[config.mk]
export PLATFORM = sky130hd
export DESIGN_NAME = pipe_stage_skid_reg
export DESIGN_NICKNAME = d
export VERILOG_FILES = /design/src/rtl/pipe_pkg.sv /design/src/rtl/pipe_stage_skid_reg.sv
export SDC_FILE = /design/constraint.sdc
export NUM_CORES = 1
export LEC_CHECK = 0
export CORE_MARGIN = 10
export CORE_UTILIZATION = 45
export DETAILED_ROUTE_END_ITERATION = 10
export GPL_ROUTABILITY_DRIVEN = 0
export PLACE_DENSITY = 0.73
export SLEW_MARGIN = 20
export SYNTH_ARGS = -nofsm -noshare
export SYNTH_HDL_FRONTEND = slang
export SYNTH_SLANG_ARGS = --single-unit
[constraint.sdc]
create_clock -name clk -period 2.54 [get_ports clk]
set_input_delay 0.381 -clock clk [delete_from_list [all_inputs] [get_ports clk]]
set_output_delay 0.381 -clock clk [all_outputs]
set_load 0.02 [all_outputs]
[src/rtl/pipe_pkg.sv]
// Shared definitions for the pipeline stage-boundary registers.
package pipe_pkg;

  // State encoding of a stage register; the count of held entries follows from it.
  localparam logic [1:0] ST_EMPTY = 2'd0;
  localparam logic [1:0] ST_FULL  = 2'd1;
  localparam logic [1:0] ST_SKID  = 2'd2;

  typedef enum logic [1:0] {
    StEmpty = ST_EMPTY,
    StFull  = ST_FULL,
    StSkid  = ST_SKID
  } state_e;

  // Default datapath widths.
  localparam int unsigned XLEN      = 32;
  localparam int unsigned REG_IDX_W = 5;

  // Control bits carried across each stage boundary.
  // IF/ID carries only a predicted-taken flag.
  localparam int unsigned IF_ID_CTRL_W  = 1;
  // ID/EX: RegWrite, MemRead, MemWrite, ALU-src, 2-bit ALU op, 2-bit output-select.
  localparam int unsigned ID_EX_CTRL_W  = 8;
  // EX/MEM: RegWrite, MemRead, MemWrite, 2-bit output-select.
  localparam int unsigned EX_MEM_CTRL_W = 5;
  // MEM/WB: RegWrite, MemRead, 2-bit output-select.
  localparam int unsigned MEM_WB_CTRL_W = 4;

  // Number of beats held in a given state; illegal encodings report empty.
  function automatic logic [1:0] state_occupancy(input state_e st);
    logic [1:0] occ;
    occ = 2'd0;
    case (st)
      StEmpty: occ = 2'd0;
      StFull:  occ = 2'd1;
      StSkid:  occ = 2'd2;
      default: occ = 2'd0;
    endcase
    return occ;
  endfunction

endpackage

[src/rtl/pipe_stage_skid_reg.sv]
// Pipeline stage-boundary register with valid/ready handshake, synchronous flush,
// bubble masking of control bits and an optional 2-entry skid buffer.
module pipe_stage_skid_reg
  import pipe_pkg::*;
#(
  parameter int unsigned DATA_W  = XLEN,
  parameter int unsigned CTRL_W  = MEM_WB_CTRL_W,
  parameter int unsigned SKID_EN = 1
) (
  input  logic              clk,
  input  logic              reset,
  input  logic              flush,
  input  logic              in_valid,
  output logic              in_ready,
  input  logic [DATA_W-1:0] in_data,
  input  logic [CTRL_W-1:0] in_ctrl,
  output logic              out_valid,
  input  logic              out_ready,
  output logic [DATA_W-1:0] out_data,
  output logic [CTRL_W-1:0] out_ctrl,
  output logic [1:0]        occupancy
);

  state_e              state_q;
  logic [DATA_W-1:0]   main_data_q;
  logic [CTRL_W-1:0]   main_ctrl_q;
  logic [DATA_W-1:0]   skid_data_q;
  logic [CTRL_W-1:0]   skid_ctrl_q;
  logic                in_ready_q;
  logic                take;

  // Handshake decode: with the skid buffer in_ready is a flop, so out_ready never
  // reaches in_ready combinationally; without it the register frees up as it drains.
  always_comb begin
    out_valid = (state_q != StEmpty);
    in_ready  = (SKID_EN != 0) ? in_ready_q : (!out_valid || out_ready);
    take      = in_valid && in_ready;
    occupancy = state_occupancy(state_q);
  end

  // Stage FSM and both storage banks; flush outranks every handshake.
  always_ff @(posedge clk or negedge reset) begin
    if (!reset) begin
      state_q     <= StEmpty;
      main_data_q <= '0;
      main_ctrl_q <= '0;
      skid_data_q <= '0;
      skid_ctrl_q <= '0;
      in_ready_q  <= 1'b1;
    end else if (flush) begin
      // Held payloads stay put (out_data does not toggle); the state alone
      // turns them into bubbles.
      state_q    <= StEmpty;
      in_ready_q <= 1'b1;
    end else begin
      case (state_q)
        StEmpty: begin
          in_ready_q <= 1'b1;
          if (take) begin
            main_data_q <= in_data;
            main_ctrl_q <= in_ctrl;
            state_q     <= StFull;
          end
        end
        StFull: begin
          if (take) begin
            if (out_ready) begin
              // Head leaves while the next beat lands: full throughput.
              main_data_q <= in_data;
              main_ctrl_q <= in_ctrl;
              in_ready_q  <= 1'b1;
            end else begin
              // Only reachable with the skid buffer enabled.
              skid_data_q <= in_data;
              skid_ctrl_q <= in_ctrl;
              state_q     <= StSkid;
              in_ready_q  <= 1'b0;
            end
          end else begin
            in_ready_q <= 1'b1;
            if (out_ready) begin
              state_q <= StEmpty;
            end
          end
        end
        StSkid: begin
          if (out_ready) begin
            main_data_q <= skid_data_q;
            main_ctrl_q <= skid_ctrl_q;
            state_q     <= StFull;
            in_ready_q  <= 1'b1;
          end else begin
            in_ready_q <= 1'b0;
          end
        end
        default: begin
          state_q    <= StEmpty;
          in_ready_q <= 1'b1;
        end
      endcase
    end
  end

  // Head entry drives the outputs; control bits are zero in every bubble.
  always_comb begin
    out_data = main_data_q;
    out_ctrl = main_ctrl_q & {CTRL_W{out_valid}};
  end

endmodule

=== Yosys cells after proc, flatten, opt, wreduce, memory -nomap -nowiden ===
Cells that the tools add are included.

* Bitwise operators: 3
* Reduce and logical (&&, ||, !) cells: 7
* Equality and inequality tests: 10
* Muxes and demuxes: 22

{| class="wikitable"
|+ Operators by type and width
! cell !! number
|-
| 32-bit two-way mux || 4
|-
| 32-bit one-hot mux with 3 select lines || 1
|-
| 4-bit two-way mux || 4
|-
| 2-bit two-way mux || 6
|-
| 4-bit one-hot mux with 3 select lines || 1
|-
| 2-bit != test, second input constant || 4
|-
| 4-bit != test, second input constant || 2
|-
| 4-bit AND reduction || 2
|-
| 3-bit != test, second input constant || 2
|-
| 2-bit one-hot mux with 3 select lines || 1
|-
| 6-bit AND reduction || 1
|-
| 4-bit bitwise AND || 1
|-
| 2-bit one-hot mux with 2 select lines || 1
|-
| 1-bit two-way mux || 3
|-
| 3-bit nonzero test || 1
|-
| 2-bit by 1-bit == test with 1-bit output, second input constant || 1
|-
| 2-bit == test, second input constant || 1
|-
| 2-bit logical NOT || 1
|-
| 1-bit inverter || 2
|-
| 1-bit one-hot mux with 2 select lines || 1
|-
| 2-bit nonzero test || 1
|-
| 1-bit logical AND || 1
|}

* Logic and storage cells: 48
* Bits in registers: 75
* Output and inout port bits: 40
* Bits of input ports: 41

=== Logic depth before layout (Yosys ltp) ===
Gate-level depths: netlist (run 1).

* Word-level depth: 4
* Mapped depth: 8

=== Least setup slack after synthesis (run 1) ===
No wires, ideal clock.

* Path type: flip-flop to flip-flop
* Start point: register state_q[0]
* End point: register main_data_q[16] (netlist: out_data[16])
* Library setup time: 0.125 ns
* Required time: 2.415 ns
* Slack: 0.727 ns
* Arrival: 1.688 ns
* Cell stages (with the launch flop): 7
* Cells stage by stage: dfrtp_1 > inv_1 > ha_1 > buf_4 > buf_2 > mux2_2 > mux2_4

* Word-level cells in the longest chain between the ends: 3

{| class="wikitable"
|+ RTL lines
! what !! line !! RTL
|-
| start, declared || pipe_stage_skid_reg.sv:24 || <nowiki>state_e state_q;</nowiki>
|-
| start signal, assigned || pipe_stage_skid_reg.sv:44 || <nowiki>state_q <= StEmpty;</nowiki>
|-
| start signal, assigned || pipe_stage_skid_reg.sv:53 || <nowiki>state_q <= StEmpty;</nowiki>
|-
| start signal, assigned || pipe_stage_skid_reg.sv:62 || <nowiki>state_q <= StFull;</nowiki>
|-
| 2-bit by 1-bit == test with 1-bit output (tied with other cells) || pipe_stage_skid_reg.sv:56 || <nowiki>case (state_q)</nowiki>
|-
| 2-bit != test (no line) or 3-bit nonzero test (tied branches) || -- ||
|-
| 6-bit AND reduction (no line) || -- ||
|-
| end signal, assigned || pipe_stage_skid_reg.sv:60 || <nowiki>main_data_q <= in_data;</nowiki>
|-
| end signal, assigned || pipe_stage_skid_reg.sv:69 || <nowiki>main_data_q <= in_data;</nowiki>
|-
| end signal, assigned || pipe_stage_skid_reg.sv:88 || <nowiki>main_data_q <= skid_data_q;</nowiki>
|-
| end, declared || pipe_stage_skid_reg.sv:25 || <nowiki>logic [DATA_W-1:0] main_data_q;</nowiki>
|}

Parallel ways exist; a longest one is shown, timed or not.
A chain may end at the register's enable or synchronous reset.

=== Worst setup path after layout (run 1) ===
* Start point: register state_q[0]
* End point: output out_ctrl[3]

* Word-level cells in the longest chain between the ends: 2

{| class="wikitable"
|+ RTL lines
! what !! line !! RTL
|-
| 2-bit nonzero test || pipe_stage_skid_reg.sv:35 || <nowiki>out_valid = (state_q != StEmpty);</nowiki>
|-
| 4-bit bitwise AND || pipe_stage_skid_reg.sv:107 || <nowiki>out_ctrl = main_ctrl_q & {CTRL_W{out_valid}};</nowiki>
|-
| end, declared || pipe_stage_skid_reg.sv:20 || <nowiki>output logic [CTRL_W-1:0] out_ctrl,</nowiki>
|}

No other way between the ends.

==> implementation parameters, run 1 <==
Parameter                              Value

Power
  Clock share of power ... 0.182
  Fraction of power consumed by combinational cells ... 0.433
  Net Sw Power ... 1.72 mW
  Leak ... between 2 and 2.5 nW
  Power per unit of standard cell area ... 1160 nW/um^2
  Maximum resistive drop on vdd ... 0.610 mV
  Internal ... between 3 and 4 mW
  Switching part of the total power ... 0.316
  Total chip power ... 5.44 mW
  Part of the total power dissipated in sequential elements ... 0.384

Place
  Worst-case setup slack after placement ... 0.154 ns
  Half-perimeter wire length after detailed placement ... 5200 microns
  Number of buffer cells added on primary ports ... 80
  Standard cell area after detailed placement ... 4470 sq um
  Inst Count DP ... 406

Synth
  Top cells by area, synth ... sky130_fd_sc_hd__dfrtp_1, sky130_fd_sc_hd__mux2_2, sky130_fd_sc_hd__mux2_4
  Total of flip-flops plus latches after synthesis ... 75
  Synthesized area ... 3550 sq um
  Post-synthesis async set-or-reset flop share ... 1.00
  Synth unique cells ... 28
  Most instantiated cells after synthesis ... sky130_fd_sc_hd__mux2_2, sky130_fd_sc_hd__dfrtp_1, sky130_fd_sc_hd__mux2_4
  Number of enable-type register cells in the synthesized netlist ... 0
  Synth Flop Type ... sky130_fd_sc_hd__dfrtp_1
  Net count after synthesis ... 277
  Avg Synthesized Cell Area ... between 15 and 20 sq um
  Library cell with the highest instance count after synthesis ... sky130_fd_sc_hd__mux2_2
  Area share of the largest cell type after synthesis ... 0.521
  Portion of the post-synthesis area used by sequential elements ... 0.528
  Number of cells produced by synthesis ... 230
  Synthesis Warnings ... 0
  Most area-hungry cell type in the Yosys netlist ... sky130_fd_sc_hd__dfrtp_1

Clocking
  H-tree depth ... 3
  Maximum number of buffers from clock root to sink ... 2
  Number of buffers added by the clock tree synthesis step ... 9
  Clock Sink Count ... 75
  CTS root buffer ... sky130_fd_sc_hd__clkbuf_8
  Clock tree from TritonCTS ... yes
  Clock-pin slew reported for the worst setup and hold paths after clock tree synthesis ... 0.08 ns
  Buffer count from post-CTS setup fixing ... 0
  Clock insertion delay at the later pin of the skew report ... 0.33 ns

Timing
  F_max ... 415 MHz
  Slew Limit Headroom ... 0.528
  Pins Over Slew Limit ... 0
  Final critical delay including setup and external delays ... 2.41 ns
  Worst setup skew after layout ... 0.00776 ns
  Hold slack final ... 0.0114 ns
  Final Cycle Share ... 0.948
  Actual transition at the worst max-transition pin ... roughly 0.71 ns
  Finish-stage setup viols ... 0
  Final setup slack of the worst path ... 0.133 ns
  Fin Setup TNS ... 0 ns
  Hold Fails Final Rpt ... 0
  Setup repair after global routing missed its margin ... no

Final layout
  Total Nets Final ... 362
  Seq. cell area ... 1880 sq um
  Number of antenna repair diodes ... 0
  Number of cells in the finished layout apart from fillers ... about 420
  Footprint of the multi-input gates ... 1600 sq um
  Cell area after layout ... ~4700 sq um
  Utilization after layout ... 0.610
  Fillers ... a little over 600
  Layout-stage area growth over the synthesis result ... 31.9%
  Share of cells above drive strength 1 ... 0.417

Worst setup path
  CP max FO ... 8
  Worst path slowest cell ... sky130_fd_sc_hd__clkdlybuf4s50_1
  Worst setup path class ... reg2out
  Crit end category ... output port
  Required time of the critical path ... around 2.2 ns
  Reg-to-Reg Start ... state_q[0]
  Crit. Startpoint ... state_q[0]
  Data arrival at the endpoint of the critical path ... 2.03 ns
  Cell chain of the critical path ... inv_1, ha_1, nor2b_1, clkdlybuf4s50_1
  Setup crit start kind ... flip-flop
  Max stage delay on crit path ... about 0.65 ns

Floorplan
  Starting density of the core ... 0.462
  Floorplan Core Area ... 7690 sq um
  Die area ... about 12000 sq um
  Die Y-Extent ... roughly 110 microns
  Die width ... 109 microns
  Site Rows ... 32
  Number of primary I/O pins ... 81

Routing
  Final WL ... 7460 microns
  DRC violations left ... 0
  Iteration-0 DRC Markers ... 46
  Via count normalized by instance count ... between 4 and 5
  Number of antenna-violating nets in the routed design ... 0
  Average routed wire per standard cell ... between 15 and 20 microns
  Count of vias placed by the detailed router ... 2101
  First drt pass iteration count ... 4

Global route
  Via count of the first global-routing pass ... 2417
  Overflow left after global routing ... 0
  Wire length of the first global-routing pass ... about 12000 microns
  Pin count of the biggest net entering global routing ... 39
  Initial antenna violation count ... 0
  All-Layer GR Usage ... 0.131

Outcome
  Run status ... finished clean

Worst hold path
  Class of the tightest hold or removal check ... in2async

Flow run
  Max-cap violations ... 0
==> repair_timing <==
item	in CTS	in global routing
gates resized for setup	0	1
hold buffers	0	0
endpoints found under the setup margin	0	1
==> cells in the final DEF (no fill, tap or decap), types with 2 or more instances in the layout <==
cell                              Yosys  routed
sky130_fd_sc_hd__nor2_1               5       5
sky130_fd_sc_hd__bufinv_16            0       2
sky130_fd_sc_hd__clkdlybuf4s50_1      0      78
sky130_fd_sc_hd__dfrtp_1             74      74
sky130_fd_sc_hd__o21ai_0              3       3
sky130_fd_sc_hd__mux2_1               2       2
sky130_fd_sc_hd__mux2_4              30      30
sky130_fd_sc_hd__buf_4                1       3
sky130_fd_sc_hd__a21oi_1              2       2
sky130_fd_sc_hd__inv_1                3       3
sky130_fd_sc_hd__clkinv_2             0       2
sky130_fd_sc_hd__mux2_2              76      76
sky130_fd_sc_hd__buf_12               0       2
sky130_fd_sc_hd__nor2b_1              5       5
sky130_fd_sc_hd__ha_1                 6       5
sky130_fd_sc_hd__clkbuf_8             0      10
==> logic make-up after synthesis <==
family / Yosys count / share of synthesized area
AOI/OAI and AO/OA: 10 / 0.0222
adders and majority gates: 6 / 0.0211
buffers and inverters: 13 / 0.0225
DFF: 75 / 0.528
muxes: 108 / 0.374
and+or+nand+nor: 18 / 0.0320
==> critical path, delay by kind of cell (launching register included) <==
family        cells  cell delay, ns
buf+inv           2            0.77
fa+ha+maj         1            0.34
simple gates      1            0.19
flops             1            0.40
==> layout make-up <==
cell class,count,area share
inverters,3,0.00240
flip-flops and latches,75,0.401
well taps,102,0.0272
multi-input cells,142,0.341
repair buffers,84,0.183
clock buffers,10,0.0294
clock inverters,5,0.0166
==> flip-flops by register name (all words and copies together) (netlist names) <==
signal	flops
skid_data_q	32
state_q	2
in_ready	1
skid_ctrl_q	4
main_ctrl_q	4
out_data	32
==> per-layer routing <==
layer | GRT usage | vias to the layer above | wire [microns]
met5 | 0 | - | 0
met4 | 0.0490 | 0 | 79
met3 | 0.0590 | 7 | 614
met2 | 0.202 | 56 | 3460
met1 | 0.156 | 1051 | 3300
li1 | - | 987 | -
==> power groups by stage <==
stage / clock network, mW / registers (mW) / logic [mW]
finish: 0.991 / 2.09 / 2.36
global route: 1.07 / 2.17 / 2.52
CTS: 1.03 / 2.10 / 2.40
detailed placement: 0 / 2.11 / 2.39
global placement: 0 / 2.08 / 2.34
floorplan: 0 / 2.37 / 1.16
==> worst paths after layout <==
check                                       to  slack, ns  cells after the start
max in group asynchronous             in_ready       1.87                      2
worst max register to register  main_ctrl_q[2]       0.39                      6
worst max-delay path               out_ctrl[3]       0.13                      4
min in group clk                skid_data_q[6]       0.50                      1
worst min register to register  skid_data_q[6]       0.50                      1
worst min-delay path            skid_data_q[1]       0.01                      1
Note: power is estimated with default switching activity, not from simulation.
==> run 2, diff against run 1 <==
--- a/config.mk
+++ b/config.mk
@@ -5,7 +5,7 @@
 export SDC_FILE = /design/constraint.sdc
 export NUM_CORES = 1
 export LEC_CHECK = 0
-export CORE_MARGIN = 10
+export CORE_MARGIN = 2
 export CORE_UTILIZATION = 45
 export DETAILED_ROUTE_END_ITERATION = 10
 export GPL_ROUTABILITY_DRIVEN = 0
==> run 2 against run 1 <==
  * Clock skew decreased by 0.0013 ns
  * Setup slack improved by 0.011 ns
  * Utilization about the same
  * Sequential cell count unchanged
  * Register-to-register slack improved by 0.19 ns
  * Critical path depth unchanged
  * Sequential share of layout area about the same
  * Power decreased by 0.73%
  * Clock power decreased by 1%
  * Highest routed layer unchanged
==> implementation parameters, run 2 (synthesis gave the netlist of run 1 again) <==
Parameter                              Value

Outcome
  Run status ... finished clean

Final layout
  Fillers ... 633
  Commonest non-fill, non-tap cell in the layout ... sky130_fd_sc_hd__clkdlybuf4s50_1
  Most frequent cells in the layout ... sky130_fd_sc_hd__clkdlybuf4s50_1, sky130_fd_sc_hd__mux2_2, sky130_fd_sc_hd__dfrtp_1
  Share of cells above drive strength 1 ... 0.416
  Total Nets Final ... 363
  Number of antenna repair diodes ... 0
  Layout-stage area growth over the synthesis result ... 31.7%

Clocking
  Buffer count from post-CTS setup fixing ... 0
  Clock insertion delay at the later pin of the skew report ... 0.34 ns
  Clock Sink Count ... 75
  Maximum number of buffers from clock root to sink ... 2
  CTS root buffer ... sky130_fd_sc_hd__clkbuf_8
  Clock tree from TritonCTS ... yes
  H-tree depth ... 3
  Clock-pin slew reported for the worst setup and hold paths after clock tree synthesis ... 0.08 ns
  Post-cts gate resize count ... 0
  Hold-fix buffers at CTS ... 0
  Number of buffers added by the clock tree synthesis step ... 9

Floorplan
  Floorplan Core Area ... 7690 sq um
  Die Y-Extent ... 92.9 microns
  Die area ... 8630 sq um
  Site Rows ... 32
  Starting density of the core ... 0.462
  Number of primary I/O pins ... 81
  Die width ... 92.9 microns

Worst hold path
  Class of the tightest hold or removal check ... in2async

Power
  Total chip power ... 5.40 mW
  Maximum resistive drop on vdd ... 0.579 mV
  Leak ... 2.06 nW
  Power per unit of standard cell area ... 1150 nW/um^2

Timing
  Final critical delay including setup and external delays ... 2.40 ns
  Hold slack final ... 0.183 ns
  Worst setup skew after layout ... 0.00641 ns
  Final Cycle Share ... 0.943
  F_max ... 417 MHz
  Fin Setup TNS ... 0 ns
  Setup repair after global routing missed its margin ... no
  Finish-stage setup viols ... 0
  Pins Over Slew Limit ... 0
  Actual transition at the worst max-transition pin ... around 0.94 ns
  Slew Limit Headroom ... 0.370
  Hold Fails Final Rpt ... 0

Place
  Number of buffer cells added on primary ports ... 80
  Half-perimeter wire length after detailed placement ... 4430 microns

Global route
  Met2 demand-to-capacity share in global routing ... 0.249
  Global routing usage on met3 ... 0.0529
  Pin count of the biggest net entering global routing ... 76
  All-Layer GR Usage ... 0.170
  Initial antenna violation count ... 0
  Overflow left after global routing ... 0
  Most used routing layer in global routing ... met2
  Wire length of the first global-routing pass ... 11300 microns
  Via count of the first global-routing pass ... roughly 2200
  Met1 Use GR ... 0.237

Worst setup path
  Worst r2r dst ... out_data[6]
  Count of cells along the worst register-to-register path ... 6
  Setup slack, reg-to-reg ... 0.58 ns
  CP max FO ... 8
  Reg-to-Reg Start ... state_q[0]
  Crit end category ... output port
  Worst setup path class ... reg2out
  Required time of the critical path ... 2.16 ns
  Setup crit start kind ... flip-flop
  Data arrival at the endpoint of the critical path ... 2.02 ns

Flow run
  Max-cap violations ... 0

Routing
  DRC violations left ... 0
  Via count normalized by instance count ... ~5
  Count of vias placed by the detailed router ... 2100
  First drt pass iteration count ... 4
  Number of antenna-violating nets in the routed design ... 0
  Iteration-0 DRC Markers ... 40
  Final WL ... 6700 microns
  Average routed wire per standard cell ... 15.9 microns
run 2: worst max-delay path, cell delays in order (launching register included):
cell and delay [ns]:
sky130_fd_sc_hd__dfrtp_1 0.41, sky130_fd_sc_hd__inv_1 0.12, sky130_fd_sc_hd__ha_1 0.34, sky130_fd_sc_hd__nor2b_1 0.18, sky130_fd_sc_hd__clkdlybuf4s50_1 0.63
run 2: layout make-up:
class	instances	area (sq um)	area share
Sequential cell	75	1880	0.401
Multi-Input combinational cell	142	1600	0.341
Timing Repair Buffer	85	861	0.184
Clock buffer	10	128	0.0273
Tap cell	102	128	0.0273
Clock inverter	5	78.8	0.0168
Inverter	3	11.3	0.00240
run 2: report_power, final:
part / internal, mW / switching [mW]
registers: 1.78 / 0.314
logic: 1.38 / 0.955
clock network: 0.547 / 0.431
run 2: worst max-delay path by stage:
stage / startpoint / to / slack [ns] / cells past startpoint
after global placement: out_ready / skid_data_q[5] / 0.37 / 5
after detailed placement: out_ready / skid_data_q[5] / 0.35 / 5
final: state_q[0] / out_ctrl[0] / 0.14 / 4
after global routing: state_q[0] / out_ctrl[0] / 0.05 / 4
after floorplan: state_q[0] / out_data[16] / 0.73 / 6
after CTS: state_q[0] / out_ctrl[0] / 0.13 / 4
run 2: routing by layer:
layer	share of wire	routed length, microns
met5	0	0
met4	0.015	99
met3	0.058	391
met2	0.45	3030
met1	0.47	3180
run 2: per-stage QoR:
| step | util | instances | setup WS [ns] | area (sq um) |
|---|---|---|---|---|
| global placement | 0.582 | 407 | 0.368 | 4480 |
| CTS | 0.609 | 422 | 0.128 | 4680 |
| finish | 0.609 | 422 | 0.144 | 4680 |
| global route | 0.609 | 422 | 0.0508 | 4680 |
| detailed placement | 0.582 | 407 | 0.349 | 4480 |
| floorplan | - | 230 | 0.727 | 3550 |
==> run 3, diff against run 2 <==
--- a/config.mk
+++ b/config.mk
@@ -8,7 +8,6 @@
 export CORE_MARGIN = 2
 export CORE_UTILIZATION = 45
 export DETAILED_ROUTE_END_ITERATION = 10
-export GPL_ROUTABILITY_DRIVEN = 0
 export PLACE_DENSITY = 0.73
 export SLEW_MARGIN = 20
 export SYNTH_ARGS = -nofsm -noshare
==> results of run 3 <==
Final layout, timing and power as in run 2 (identical DEF).
